## src/rtl/sdram_port_arbiter_pkg.sv

```systemverilog
`default_nettype none
// ============================================================================
// Package : sdram_arb_pkg
// Brief   : Shared state encoding and width defaults for the SDRAM port arbiter.
// Rev     : 1.0
// ============================================================================
package sdram_arb_pkg;

    typedef enum logic [1:0] {
        IDLE      = 2'd0,
        ISSUE     = 2'd1,
        WAIT_BSY  = 2'd2,
        WAIT_DONE = 2'd3
    } arb_state_t;

    localparam int DEF_ADDR_W = 25;
    localparam int DEF_DATA_W = 16;

endpackage
`default_nettype wire

```

## src/rtl/sdram_port_arbiter_rr_pick.sv

```systemverilog
`default_nettype none
// ============================================================================
// Module : rr_pick
// Brief  : Combinational round-robin picker; first set request at/after ptr.
// Rev    : 1.0
// ============================================================================
module rr_pick #(
    parameter int N  = 2,
    parameter int PW = 1
) (
    input  logic [N-1:0]  req,
    input  logic [PW-1:0] ptr,
    output logic          any,
    output logic [PW-1:0] idx
);

    logic [PW-1:0] cand;

    // Scan from the farthest offset down so the nearest set bit overwrites last.
    always_comb begin
        any  = 1'b0;
        idx  = '0;
        cand = '0;
        for (int k = N - 1; k >= 0; k--) begin
            cand = PW'((int'(ptr) + k) % N);
            if (req[cand]) begin
                any = 1'b1;
                idx = cand;
            end
        end
    end

endmodule
`default_nettype wire

```

## src/rtl/sdram_port_arbiter.sv

```systemverilog
`default_nettype none
// ============================================================================
// Module : sdram_port_arbiter
// Brief  : Round-robin share of one SDRAM controller port, one access in flight.
// Rev    : 1.0
// ============================================================================
module sdram_port_arbiter
    import sdram_arb_pkg::*;
#(
    parameter int NUM_REQ  = 2,
    parameter int ADDR_W   = DEF_ADDR_W,
    parameter int DATA_W   = DEF_DATA_W,
    parameter int BUSY_TMO = 15
) (
    input  logic                      clk50,
    input  logic                      rst_n,
    input  logic [NUM_REQ-1:0]        req,
    input  logic [NUM_REQ-1:0]        req_we,
    input  logic [NUM_REQ*ADDR_W-1:0] req_addr,
    input  logic [NUM_REQ*DATA_W-1:0] req_wdata,
    output logic [NUM_REQ-1:0]        gnt,
    output logic [NUM_REQ-1:0]        rsp_valid,
    output logic [DATA_W-1:0]         rsp_data,
    output logic                      err,
    output logic                      read,
    output logic                      write,
    output logic [ADDR_W-1:0]         addr,
    output logic [DATA_W-1:0]         wdata,
    input  logic                      busy,
    input  logic                      read_ready,
    input  logic [DATA_W-1:0]         rdata
);

    localparam int PTR_W = $clog2(NUM_REQ);
    localparam int CNT_W = $clog2(BUSY_TMO + 1);

    logic [ADDR_W-1:0] addr_arr  [NUM_REQ];
    logic [DATA_W-1:0] wdata_arr [NUM_REQ];

    for (genvar g = 0; g < NUM_REQ; g++) begin : g_unpack
        assign addr_arr[g]  = req_addr[g*ADDR_W +: ADDR_W];
        assign wdata_arr[g] = req_wdata[g*DATA_W +: DATA_W];
    end

    arb_state_t         state_q, state_d;
    logic [PTR_W-1:0]   ptr_q, ptr_d;
    logic [PTR_W-1:0]   idx_q, idx_d;
    logic               we_q, we_d;
    logic [ADDR_W-1:0]  addr_q, addr_d;
    logic [DATA_W-1:0]  wdata_q, wdata_d;
    logic [CNT_W-1:0]   cnt_q, cnt_d;
    logic               seen_q, seen_d;
    logic [DATA_W-1:0]  cap_q, cap_d;
    logic [NUM_REQ-1:0] gnt_q, gnt_d;
    logic [NUM_REQ-1:0] rsp_valid_q, rsp_valid_d;
    logic [DATA_W-1:0]  rsp_data_q, rsp_data_d;
    logic               err_q, err_d;
    logic               read_q, read_d;
    logic               write_q, write_d;

    logic               pick_any;
    logic [PTR_W-1:0]   pick_idx;

    rr_pick #(
        .N  (NUM_REQ),
        .PW (PTR_W)
    ) u_rr_pick (
        .req (req),
        .ptr (ptr_q),
        .any (pick_any),
        .idx (pick_idx)
    );

    always_comb begin
        state_d     = state_q;
        ptr_d       = ptr_q;
        idx_d       = idx_q;
        we_d        = we_q;
        addr_d      = addr_q;
        wdata_d     = wdata_q;
        cnt_d       = cnt_q;
        seen_d      = seen_q;
        cap_d       = cap_q;
        rsp_data_d  = rsp_data_q;
        err_d       = err_q;
        gnt_d       = '0;
        rsp_valid_d = '0;
        read_d      = 1'b0;
        write_d     = 1'b0;

        case (state_q)
            IDLE: begin
                // A controller still busy from elsewhere blocks the next command.
                if (pick_any && !busy) begin
                    idx_d   = pick_idx;
                    we_d    = req_we[pick_idx];
                    addr_d  = addr_arr[pick_idx];
                    wdata_d = wdata_arr[pick_idx];
                    state_d = ISSUE;
                end
            end
            ISSUE: begin
                read_d       = ~we_q;
                write_d      = we_q;
                gnt_d[idx_q] = 1'b1;
                ptr_d        = (int'(idx_q) == NUM_REQ - 1) ? '0 : idx_q + PTR_W'(1);
                cnt_d        = '0;
                seen_d       = 1'b0;
                state_d      = WAIT_BSY;
            end
            WAIT_BSY: begin
                if (busy) begin
                    state_d = WAIT_DONE;
                end else if (cnt_q == CNT_W'(BUSY_TMO - 1)) begin
                    err_d   = 1'b1;
                    state_d = IDLE;
                end else begin
                    cnt_d = cnt_q + CNT_W'(1);
                end
            end
            WAIT_DONE: begin
                if (!we_q && read_ready && !seen_q) begin
                    seen_d = 1'b1;
                    cap_d  = rdata;
                end
                if (!busy) begin
                    state_d = IDLE;
                    if (!we_q) begin
                        rsp_valid_d[idx_q] = 1'b1;
                        if (seen_q) begin
                            rsp_data_d = cap_q;
                        end else if (read_ready) begin
                            rsp_data_d = rdata;
                        end else begin
                            rsp_data_d = '0;
                            err_d      = 1'b1;
                        end
                    end
                end
            end
            default: state_d = IDLE;
        endcase
    end

    always_ff @(posedge clk50) begin
        if (!rst_n) begin
            state_q     <= IDLE;
            ptr_q       <= '0;
            idx_q       <= '0;
            we_q        <= 1'b0;
            addr_q      <= '0;
            wdata_q     <= '0;
            cnt_q       <= '0;
            seen_q      <= 1'b0;
            cap_q       <= '0;
            gnt_q       <= '0;
            rsp_valid_q <= '0;
            rsp_data_q  <= '0;
            err_q       <= 1'b0;
            read_q      <= 1'b0;
            write_q     <= 1'b0;
        end else begin
            state_q     <= state_d;
            ptr_q       <= ptr_d;
            idx_q       <= idx_d;
            we_q        <= we_d;
            addr_q      <= addr_d;
            wdata_q     <= wdata_d;
            cnt_q       <= cnt_d;
            seen_q      <= seen_d;
            cap_q       <= cap_d;
            gnt_q       <= gnt_d;
            rsp_valid_q <= rsp_valid_d;
            rsp_data_q  <= rsp_data_d;
            err_q       <= err_d;
            read_q      <= read_d;
            write_q     <= write_d;
        end
    end

    assign gnt       = gnt_q;
    assign rsp_valid = rsp_valid_q;
    assign rsp_data  = rsp_data_q;
    assign err       = err_q;
    assign read      = read_q;
    assign write     = write_q;
    assign addr      = addr_q;
    assign wdata     = wdata_q;

endmodule
`default_nettype wire

```

## config.mk

```make
export PLATFORM = sky130hd
export DESIGN_NAME = sdram_port_arbiter
export DESIGN_NICKNAME = d
export VERILOG_FILES = /design/src/rtl/sdram_port_arbiter_pkg.sv /design/src/rtl/sdram_port_arbiter_rr_pick.sv /design/src/rtl/sdram_port_arbiter.sv
export SDC_FILE = /design/constraint.sdc
export NUM_CORES = 1
export LEC_CHECK = 0
export CORE_ASPECT_RATIO = 0.9
export CORE_MARGIN = 2
export CORE_UTILIZATION = 42
export DETAILED_ROUTE_END_ITERATION = 10
export GPL_TIMING_DRIVEN = 0
export PLACE_DENSITY = 0.81
export SYNTH_ARGS = -nofsm -noshare
export SYNTH_HDL_FRONTEND = slang
export SYNTH_SLANG_ARGS = --single-unit
```

## constraint.sdc

```tcl
create_clock -name clk50 -period 1.77 [get_ports clk50]
set_clock_uncertainty 0.15 [all_clocks]
set_input_delay 0.4425 -clock clk50 [delete_from_list [all_inputs] [get_ports clk50]]
set_output_delay 0.4425 -clock clk50 [all_outputs]
set_load 0.05 [all_outputs]
```

==> impl_metrics.toml, run 1 <==
[grt]
grt_pass1_vias = 3859
grt_max_degree = 17
grt_pass1_wl_um = 19300
track_usage = 0.242
overflow = 0
antenna_found_initial = 0

[critical_path]
r2r_start = "state_q[1]"
reg2reg_to = "cnt_q[3]"
critical_path_class = "input port to flop"
arrival_ns = 1.85
rr_worst_depth = 4
path_max_fanout = 10
end_kind = "flop"
cp.required_ns = 1.88
r2r_slack_ns = 0.07
setup.worst_path.end = "wdata[0]"
startpoint_type = "input port"
critPathLaunch = "req[0]"

[sta]
finalHoldViolCount = 0
final-setup-viol-count = 0
drv_slew = 0
max_clock_freq_mhz = 574
setup_tns_ns = 0
slew-limit-headroom = 0.610
worstMarginPinSlew_ns = 0.585
period_minus_slack_ns = 1.74
whs_ns = 0.309
period_share = 0.984

[logic_synthesis]
synthesis.area_mm2 = 0.00387
ys_top_cells_by_area = "dfxtp_1 47%, o221a_2 12%, o32a_1 11%"
ys_seq_elements = 90
yosysWarnings = 0
synth.distinct_cells = 38
yosysTopAreaCell = "dfxtp_1"
ys_seq_area_frac = 0.466
synth_edf_count = 0
synth.avg_cell_area_um2 = 9.89
synthFlopType = "dfxtp_1"
synthCells = 391
ys_async_sr_fraction = 0
synth_top_area_frac = 0.466
synth_fp_nets = 499

[power]
power.leakage_nw = 2.15
powerDensity_mw_per_mm2 = 847
max-vdd-ir-drop_mv = 0.551

[detailed_routing]
routed_via_density = 5.76
ant_nets = 0
drc = 0
wl_per_cell_um = 17.8
dr.pass1.iters = 5
dr_total_vias = 4005
postRouteWirelength_um = 12400
drt_iter0_markers = 227

[layout]
layout_commonest_cell = "clkdlybuf4s50_1"
utilization = 0.675
layout-drive-gt1-share = 0.277
final_cell_mix = "101 x clkdlybuf4s50_1, 86 x dfxtp_1, 63 x clkdlybuf4s15_2"
area_delta_synth_final_pct = 57.9
num_antenna_cells = 0
final_nets = 676

[floorplanning]
core_area_mm2 = 0.00904
initial_core_util = 0.428
dieHeight_um = 95.1
design.die.area_mm2 = 0.0100
die_w_um = 105
rows = 33
ios = 170

[clock_network]
path_clk_slew_ns = 0.09
cts.sinks = 90
h-tree-depth = 3
clk_latency_ns = 0.37
clockRootBuffer = "clkbuf_8"
cts_buffers = 9
ctsHoldBuffers = 0
clockBufferDepth = 2
cts_tree = "done"

[placement]
portBuffers = 167
dp_hpwl_um = 9120
place.gp.congestion = 0.836

[min_path]
hp-class = "flop to flop"
hp-start = "cap_q[13]"

[flow_run]
max_cap_violations = 0

[run_status]
outcome = "finished clean"
## worst max-delay path: stages
cell and delay (ns):
clkdlybuf4s50_1 0.45, nor2b_4 0.18, clkbuf_2 0.20, o32a_1 0.33, o221a_2 0.24
## registers in the layout, summed over array words and instances, names as in the netlist
register,flops
we_q,1
read,1
ptr_q,1
seen_q,1
rsp_data,16
wdata,16
cap_q,16
rsp_valid,2
state_q,2
idx_q,1
gnt,2
addr,25
write,1
cnt_q,4
err,1
## logic make-up after synthesis
logic type / synth area share
compound gates: 0.318
simple gates: 0.153
flops: 0.466
buf+inv: 0.0566
fa+ha+maj: 0.00647
## per-layer routing
metal / track usage / vias up / wire length [µm] / share of wire
li1: - / 1904 / - / -
met1: 0.306 / 1934 / 5330 / 0.43
met2: 0.413 / 144 / 6060 / 0.49
met3: 0.0622 / 23 / 763 / 0.062
met4: 0.0689 / 0 / 239 / 0.019
met5: 0 / - / 0 / 0
## per-stage QoR
step / instance area (µm²) / worst slack [ns] / power (mW) / instances
3_3_place_gp: 5690 / -0.587 / 3.59 / 680
2_1_floorplan: 3870 / 0.0844 / 3.04 / 391
5_1_grt: 6110 / -0.0111 / 5.37 / 695
4_1_cts: 6090 / 0.00444 / 5.18 / 696
3_5_place_dp: 5690 / -0.659 / 3.62 / 680
6_report: 6110 / 0.0285 / 5.18 / 695
## where the power goes
part           leakage (nW)  internal (mW)  switching (mW)
clock                 0.113          0.816           0.773
sequential            0.737           2.15          0.0754
combinational          1.30          0.601           0.762
total                  2.15           3.56            1.61
## cell type report
cell class / instances / area [µm²]
multi-input cells: 246 / 1870
well taps: 122 / 153
repair buffers: 169 / 1760
flip-flops and latches: 90 / 1810
clock buffers: 10 / 128
inverters: 5 / 18.8
fillers: 697 / 2940
plain buffers: 47 / 273
clock inverters: 6 / 97.6
## synth_stat cells (all sizes together) (2+ instances only)
cell type and instances:
and2 2, nand4 16, a211oi 2, o31ai 3
a311oi 17, and3 4, nand2b 2, nor2 22
nand3b 16, nand2 35, ha 2, dfxtp 90
buf 11, or3 5, clkbuf 39, a21oi 4
o21ai 18, o21a 2, o221a 42, inv 5
o32a 42
## worst min-delay path by stage
stage,endpoint,cells after the start,slack [ns]
finish,cap_q[13],2,0.31
global route,cap_q[15],2,0.33
CTS,cap_q[8],2,0.31
detailed placement,cap_q[8],2,0.29
global placement,cap_q[13],2,0.29
floorplan,cap_q[10],2,0.28
## what timing repair did
action | CTS | global route
pin swaps | 1 | 1
gates resized for setup | 230 | 13
endpoints found under the setup margin | 133 | 67
buffers inserted | 2 | 0
gates cloned | 0 | 0
(Power assumes the default switching activity.)
==> run 2: changes to the inputs <==
Settings changed: CORE_MARGIN 2 to 8, CTS_CLUSTER_SIZE set to 30.
==> run 2 against run 1 <==
  * The run now ends with setup timing left
  * Final cell count up 0.72%
  * Core utilization up 1.6 points
  * Fmax down 2.4%
  * First-iteration DRC count up 6.6%
  * Non-clock buffer count up 5
  * Critical path depth up 1
  * Setup slack worse by 0.044 ns
  * Clock power up 6%
  * Global-route usage down 3.5 points
  * Sequential cell count unchanged
  * Cell area up 2.3%
  * Largest power group unchanged
==> impl_metrics.toml, run 2 (synthesis results as in run 1) <==
[detailed_routing]
drt_iter0_markers = 242
routed_via_density = 5.80
wl_per_cell_um = 19.2
postRouteWirelength_um = 13400
dr.pass1.iters = 5
dr_total_vias = 4062
drc = 0
ant_nets = 0

[sta]
max_clock_freq_mhz = 560
period_share = 1.01
drv_slew = 0
fin_ws_ns = -0.0151
rsz0062_at_grt = "true"
whs_ns = 0.306
slew-limit-headroom = 0.611
finalHoldViolCount = 0
worstMarginPinSlew_ns = 0.584
final-setup-viol-count = 4
period_minus_slack_ns = 1.79

[floorplanning]
die_w_um = 117
ios = 170
core_area_mm2 = 0.00904
rows = 33
initial_core_util = 0.428
design.die.area_mm2 = 0.0125
dieHeight_um = 107

[layout]
area_delta_synth_final_pct = 61.5
fillCellCount = 679
layout-drive-gt1-share = 0.285
final_nets = 681
final_cell_mix = "100 x clkdlybuf4s50_1, 86 x dfxtp_1, 58 x clkdlybuf4s15_2"
layout_commonest_cell = "clkdlybuf4s50_1"
num_antenna_cells = 0
largest_reg_flops = 25

[critical_path]
arrival_ns = 1.93
path_max_fanout = 8
end_kind = "flop"
critical_path_class = "flop to flop"
cp.required_ns = 1.91
startpoint_type = "flop"

[grt]
track_usage = 0.207
grt_max_degree = 16
grt_pass1_wl_um = 20800
grt_pass1_vias = 4078
use_met1 = 0.251
use_met2 = 0.344
met3_usage = 0.0489
antenna_found_initial = 0
overflow = 0
grt.busiest_layer = "met2"

[clock_network]
h-tree-depth = 3
cts.sinks = 90
ctsHoldBuffers = 0
clk_latency_ns = 0.35
clockRootBuffer = "clkbuf_8"
path_clk_slew_ns = 0.09
cts_buffers = 9
clockBufferDepth = 2
cts_tree = "done"

[flow_run]
max_cap_violations = 0

[run_status]
outcome = "finished with violations"
violations = "setup timing"

[power]
powerDensity_mw_per_mm2 = 856
power_mw = 5.35
power.leakage_nw = 2.24
max-vdd-ir-drop_mv = 0.458

[min_path]
hp-class = "flop to flop"

[placement]
dp_hpwl_um = 9950
place.gp.congestion = 0.875
portBuffers = 167
run 2: layer usage:
layer | part of all wire | wire [µm]
met1 | 0.41 | 5480
met2 | 0.50 | 6700
met3 | 0.068 | 912
met4 | 0.025 | 331
met5 | 0 | 0
run 2: metrics by stage:
step | instance area [µm²] | setup WS (ns) | cells | util | TNS (ns)
global route | 6250 | -0.0582 | 700 | 0.691 | -1.29
floorplan | 3870 | 0.0844 | 391 | - | 0
detailed placement | 5690 | -0.656 | 680 | 0.630 | -36.98
global placement | 5690 | -0.577 | 680 | 0.630 | -34.15
CTS | 6100 | 0.00268 | 694 | 0.674 | 0
finish | 6250 | -0.0151 | 700 | 0.691 | -0.0377
run 2: worst paths after layout:
| path | to | cells past startpoint | start | slack, ns |
|---|---|---|---|---|
| setup / recovery | addr[10] | 6 | state_q[0] | -0.02 |
| hold / removal | cap_q[15] | 2 | cap_q[15] | 0.31 |
| setup reg to reg | addr[10] | 6 | state_q[0] | -0.02 |
| hold reg to reg | cap_q[15] | 2 | cap_q[15] | 0.31 |
run 2: layout make-up:
type	instances	area, µm²	area share
Inverter	5	18.8	0.00300
Sequential cell	90	1810	0.290
Buffer	47	305	0.0488
Timing Repair Buffer	174	1780	0.285
Clock inverter	6	114	0.0182
Clock buffer	10	128	0.0204
Tap cell	122	153	0.0244
Multi-Input combinational cell	246	1940	0.311
run 2: what timing repair did:
item	4_1_cts	5_1_grt
gates resized for setup	226	45
pin swaps	1	2
gates cloned	0	2
buffers inserted	0	5
endpoints found under the setup margin	133	74
run 2: critical path, cell delays in order, from the launching register on:
cell	delay [ns]
dfxtp_4	0.38
or3_4	0.39
buf_6	0.14
nor2_4	0.22
buf_6	0.14
buf_6	0.12
o221a_4	0.18
run 2: power by group:
group,leakage (nW),switching (mW),internal [mW]
clock network,0.118,0.744,0.947
logic,1.39,0.787,0.644
registers,0.737,0.0813,2.15
==> run 3: changes to the inputs <==
Settings changed: ABC_AREA set to 0.
==> results of run 3 <==
No change in the layout: final DEF, timing and power equal those of run 2.
